File: src/rtl/bus_arbiter_pkg.sv
// Shared bus arbitration types and default sizing.
// Reused by the bus mux and slave interfaces.
package bus_arbiter_pkg;

  typedef enum logic [1:0] {
    ST_IDLE  = 2'd0,
    ST_OWNED = 2'd1,
    ST_TURN  = 2'd2
  } arb_state_e;

  localparam int DEF_NUM_MASTERS = 4;
  localparam int DEF_IDX_WIDTH   = 2;
  localparam int DEF_MAX_HOLD    = 64;
  localparam int DEF_HOLD_WIDTH  = 7;
  localparam int DEF_TURN_CYCLES = 1;

endpackage

File: src/rtl/bus_arbiter_rr_priority_pick.sv
// Round-robin pick: first set request after last_owner,
// wrapping around.
module rr_priority_pick #(
  parameter int N  = 4,
  parameter int IW = 2
) (
  input  logic [N-1:0]  req,
  input  logic [IW-1:0] last_owner,
  output logic          found,
  output logic [IW-1:0] idx
);

  always_comb begin
    found = 1'b0;
    idx   = '0;
    for (int i = 1; i <= N; i++) begin
      if (!found &&
          (((req >> ((int'(last_owner) + i) % N))
            & N'(1)) != '0)) begin
        found = 1'b1;
        idx   = IW'((int'(last_owner) + i) % N);
      end
    end
  end

endmodule

File: src/rtl/bus_arbiter.sv
// Round-robin bus arbiter with turnaround gap
// and tenure-limit preemption.
module bus_arbiter
  import bus_arbiter_pkg::*;
#(
  parameter int NUM_MASTERS = DEF_NUM_MASTERS,
  parameter int IDX_WIDTH   = DEF_IDX_WIDTH,
  parameter int MAX_HOLD    = DEF_MAX_HOLD,
  parameter int HOLD_WIDTH  = DEF_HOLD_WIDTH,
  parameter int TURN_CYCLES = DEF_TURN_CYCLES
) (
  input  logic                   clk,
  input  logic                   rst_n,
  input  logic [NUM_MASTERS-1:0] req,
  output logic [NUM_MASTERS-1:0] grant,
  output logic [IDX_WIDTH-1:0]   grant_idx,
  output logic                   bus_busy,
  output logic                   preempt
);

  localparam int TW = $clog2(TURN_CYCLES + 1);

  arb_state_e             r_state;
  logic [NUM_MASTERS-1:0] r_grant;
  logic [IDX_WIDTH-1:0]   r_idx;
  logic [IDX_WIDTH-1:0]   r_last;
  logic [HOLD_WIDTH-1:0]  r_hold;
  logic [TW-1:0]          r_turn;
  logic                   r_busy;
  logic                   r_preempt;

  logic                   w_found;
  logic [IDX_WIDTH-1:0]   w_sel;
  logic                   w_own_req;
  logic                   w_others;
  logic                   w_sat;

  rr_priority_pick #(
    .N  (NUM_MASTERS),
    .IW (IDX_WIDTH)
  ) u_pick (
    .req        (req),
    .last_owner (r_last),
    .found      (w_found),
    .idx        (w_sel)
  );

  // grant is one-hot, so masking by it isolates the owner
  assign w_own_req = |(req & r_grant);
  assign w_others  = |(req & ~r_grant);
  assign w_sat     = (r_hold == HOLD_WIDTH'(MAX_HOLD));

  always_ff @(posedge clk or negedge rst_n) begin
    if (!rst_n) begin
      r_state   <= ST_IDLE;
      r_grant   <= '0;
      r_idx     <= '0;
      r_last    <= IDX_WIDTH'(NUM_MASTERS - 1);
      r_hold    <= '0;
      r_turn    <= '0;
      r_busy    <= 1'b0;
      r_preempt <= 1'b0;
    end else begin
      r_preempt <= 1'b0;
      unique case (r_state)
        ST_IDLE: begin
          if (w_found) begin
            r_state <= ST_OWNED;
            r_grant <= NUM_MASTERS'(1) << w_sel;
            r_idx   <= w_sel;
            r_last  <= w_sel;
            r_hold  <= HOLD_WIDTH'(1);
            r_busy  <= 1'b1;
          end
        end
        ST_OWNED: begin
          if (!w_own_req || (w_sat && w_others)) begin
            r_state   <= ST_TURN;
            r_grant   <= '0;
            r_busy    <= 1'b0;
            r_turn    <= TW'(1);
            r_preempt <= w_own_req;
          end else if (!w_sat) begin
            r_hold <= r_hold + HOLD_WIDTH'(1);
          end
        end
        ST_TURN: begin
          if (r_turn == TW'(TURN_CYCLES)) begin
            r_state <= ST_IDLE;
          end else begin
            r_turn <= r_turn + TW'(1);
          end
        end
        default: r_state <= ST_IDLE;
      endcase
    end
  end

  assign grant     = r_grant;
  assign grant_idx = r_idx;
  assign bus_busy  = r_busy;
  assign preempt   = r_preempt;

endmodule

File: config.mk
export PLATFORM = sky130hd
export DESIGN_NAME = bus_arbiter
export DESIGN_NICKNAME = d
export VERILOG_FILES = /design/src/rtl/bus_arbiter_pkg.sv /design/src/rtl/bus_arbiter_rr_priority_pick.sv /design/src/rtl/bus_arbiter.sv
export SDC_FILE = /design/constraint.sdc
export NUM_CORES = 1
export LEC_CHECK = 0
export CORE_ASPECT_RATIO = 1.1
export CORE_MARGIN = 3
export CORE_UTILIZATION = 40
export CTS_CLUSTER_DIAMETER = 40
export DETAILED_ROUTE_END_ITERATION = 7
export MAX_ROUTING_LAYER = met4
export SLEW_MARGIN = 25
export SYNTH_ARGS = -nofsm -noshare
export SYNTH_HDL_FRONTEND = slang
export SYNTH_SLANG_ARGS = --single-unit
File: constraint.sdc
create_clock -name clk -period 1.71 [get_ports clk]
set_input_delay 0.2565 -clock clk [delete_from_list [all_inputs] [get_ports clk]]
set_output_delay 0.2565 -clock clk [all_outputs]
set_load 0.005 [all_outputs]
==> metrics.md <==
| Metric | Value |
|---|---|
| Outcome | `finished clean` |
| Area grow syn2layout | `31.3%` |
| Maximum count of clock buffers along a single path | `2` |
| Remaining DRCs | `0` |
| Nets@finish | `146` |
| Tightest Pin Transition | `0.372 ns` |
| Total met3 wirelength after detailed routing | `68 um` |
| Drt total wl | `2430 um` |
| H-Tree Level Count | `1` |
| Post-Layout Cell Count | `about 170` |
| Die boundary height | `61.9 um` |
| Number of warnings reported in the yosys synthesis log | `0` |
| Antenna diodes | `0` |
| Cell taking the most area after synthesis | `dfrtp_1` |
| Post-synth design cell area | `0.00113 mm2` |
| Critical path start-end classification | `flop to flop` |
| Classification of the worst-slack hold path | `input port to async pin` |
| Average footprint of a synthesized cell | `11.0 um2` |
| Maximum capacitance violations | `0` |
| Metal2 WL | `1190 um` |
| Total global routing track utilization | `16.5%` |
| Setup violation total in the final timing report | `0` |
| Number of placed cells counting well taps | `164` |
| Met1 wire length | `1150 um` |
| Static leakage | `0.632 nW` |
| CTS tree | `yes` |
| Commonest cells after routing, fill and taps aside | `dfrtp_1, buf_4, clkdlybuf4s50_1` |
| Register bit total from synthesis | `20` |
| Drt first-iter violations | `31` |
| Final worst-path cycle share | `around 93%` |
| Final hold violation count | `0` |
| Routability congestion estimate | `0.853` |
| Number of antenna violations at the first check in global routing | `0` |
| Arrival time of the worst setup path | `around 1.8 ns` |
| Number of enable flip-flop cells after synthesis | `0` |
| IO Pins | `14` |
| Setup repair after global routing missed its margin | `false` |
| Count of unique library cells instantiated by Yosys | `34` |
| Starting Density | `43.8%` |
| Global-route congestion overflow total | `0` |
| Number of max-slew violations in the final report | `0` |
| Highest routed layer | `met4` |
| Number of global-route vias before repair | `916` |
| Design Area, Final | `about 0.0015 mm2` |
| Worst slew margin relative to its limit | `75.2%` |
| First-pass GRT wire length | `4290 um` |
| Post-synthesis async set-or-reset flop share | `100%` |
| Gate Count Post-Synth | `103` |
| Detailed placer's ending HPWL | `1840 um` |
| DR WL/cell | `between 10 and 15 um` |
| Area share of the largest cell type after synthesis | `39.7%` |
| Area of the core | `0.00259 mm2` |
| Critical path endpoint category | `flop` |
| CTS clk-pin slew, worst paths | `between 0.1 and 0.15 ns` |
| Port buffer count | `13` |
| First-pass iteration count of the detailed router | `4` |
| Clk Latency, worst-skew pair | `0.30 ns` |
| Sink count of the clock tree | `20` |
| Clock Root Buffer | `clkbuf_4` |
| Number of placement rows | `19` |
| Highest ir drop seen on vdd | `0.836 mV` |
| Worst Setup Start Kind | `flop` |
| Smallest setup slack after layout | `0.124 ns` |
| Number of nets with antenna violations after detailed routing | `0` |
| Nets in the synthesized netlist | `~110` |
| CTS Buf Count | `3` |
| Routed via count divided by cell count | `5.37` |
| Cell Pwr Density | `1440 mW/mm2` |
| Via Count | `902` |
| Required time of the critical path | `between 1.5 and 2 ns` |
| Standard cell area after detailed placement | `about 0.0014 mm2` |
| Top flip-flop cell by instance count after synthesis | `dfrtp_1` |
| Most area-consuming cells after synthesis | `dfrtp_1, dfstp_2, mux2i_1` |
| Maximum number of pins on one net before global-route repair | `21` |
| Maximum achievable frequency | `0.631 GHz` |
| Post-CTS Hold Fix Bufs | `0` |
| Largest driver fanout on the critical path | `7` |
| Time the worst path needs with I/O delays and setup | `1.59 ns` |
| Sequential element share of the synthesized area | `around 44%` |
| Area of the die | `~0.0035 mm2` |
| Layout cells sized above 1 | `27.7%` |
| Die Wd | `56.8 um` |
| Setup clock skew after layout | `0.00235 ns` |
| Setup WS pre-CTS | `-0.159 ns` |
| Tightest hold margin | `0.281 ns` |
[flip-flops by register name, summed over array words and instances, names as in the netlist]
| register | cells |
|---|---|
| r_hold | 7 |
| grant | 4 |
| grant_idx | 2 |
| r_last | 2 |
| r_state | 2 |
| bus_busy | 1 |
| preempt | 1 |
| r_turn | 1 |
[cell usage after synthesis (2+ instances only)]
cell type  instances
dfrtp_1           18
a21oi_1            7
nand2_1            7
nor2_1             7
nand2b_1           6
inv_1              5
mux2i_1            5
a21o_1             4
a32o_1             4
nor2_2             3
nor2b_1            3
xnor2_1            3
a2111oi_2          2
a211oi_1           2
a22oi_2            2
buf_2              2
dfstp_2            2
ha_1               2
nand3_1            2
nand3b_1           2
nor3_1             2
[repair_timing]
action / 4_1_cts / 5_1_grt
gates resized for setup: 0 / 1
endpoints found under the setup margin: 0 / 1
setup buffers: 0 / 0
[logic make-up after synthesis]
family | Yosys count | share of synthesized area, %
AO/OA/AOI/OAI | 27 | 22.9
XOR/XNOR | 3 | 2.32
adder cells (fa/ha/maj) | 2 | 2.20
buffers and inverters | 7 | 2.54
flip-flops | 20 | 44.3
multiplexers | 5 | 4.41
AND/OR/NAND/NOR | 39 | 21.3
[stage by stage]
step                      power (mW)  TNS (ns)  util (%)
after global routing            2.30         0      57.5
after detailed placement        1.87     -1.83      55.9
final                           2.14         0      57.5
after floorplan                 1.36         0         -
after CTS                       2.16         0      57.3
after global placement          1.85     -1.83      55.9
[layout make-up]
class,count,area (um2)
timing repair buffer,32,285
sequential,20,503
fill,226,1100
inverter,5,18.8
multi-input combinational,76,608
clock buffer,4,36.3
tap,31,38.8
[critical path, stage by stage (launching register included)]
cell	delay, ns
dfstp_2	0.61
mux2i_1	0.20
nor2_1	0.07
or3_1	0.39
a32o_1	0.22
[report_power, final]
part	total (mW)	internal [mW]	leakage (nW)	switching [mW]
Combinational	1.10	0.588	0.362	0.509
Clock	0.274	0.130	0.0210	0.144
Sequential	0.770	0.622	0.249	0.147
[worst paths after layout]
kind	depth (start not counted)	startpoint	slack, ns	endpoint
setup / recovery	4	r_last[1]$_DFFE_PN1P_	0.12	grant[3]$_DFFE_PN0P_
hold / removal	2	rst_n	0.28	r_hold[0]$_DFFE_PN0P_
setup reg to reg	4	r_last[1]$_DFFE_PN1P_	0.12	grant[3]$_DFFE_PN0P_
hold reg to reg	1	r_turn$_DFFE_PN0P_	0.45	r_state[1]$_DFFE_PN0P_
max in group asynchronous	2	rst_n	1.16	r_last[1]$_DFFE_PN1P_
min in group clk	1	r_turn$_DFFE_PN0P_	0.45	r_state[1]$_DFFE_PN0P_
[per-layer routing]
metal,global-route usage (%),vias up
met5,-,-
li1,-,448
met1,21.2,441
met2,26.9,11
met3,2.48,2
met4,5.96,0
No activity file was read; power rests on OpenSTA's default activity.
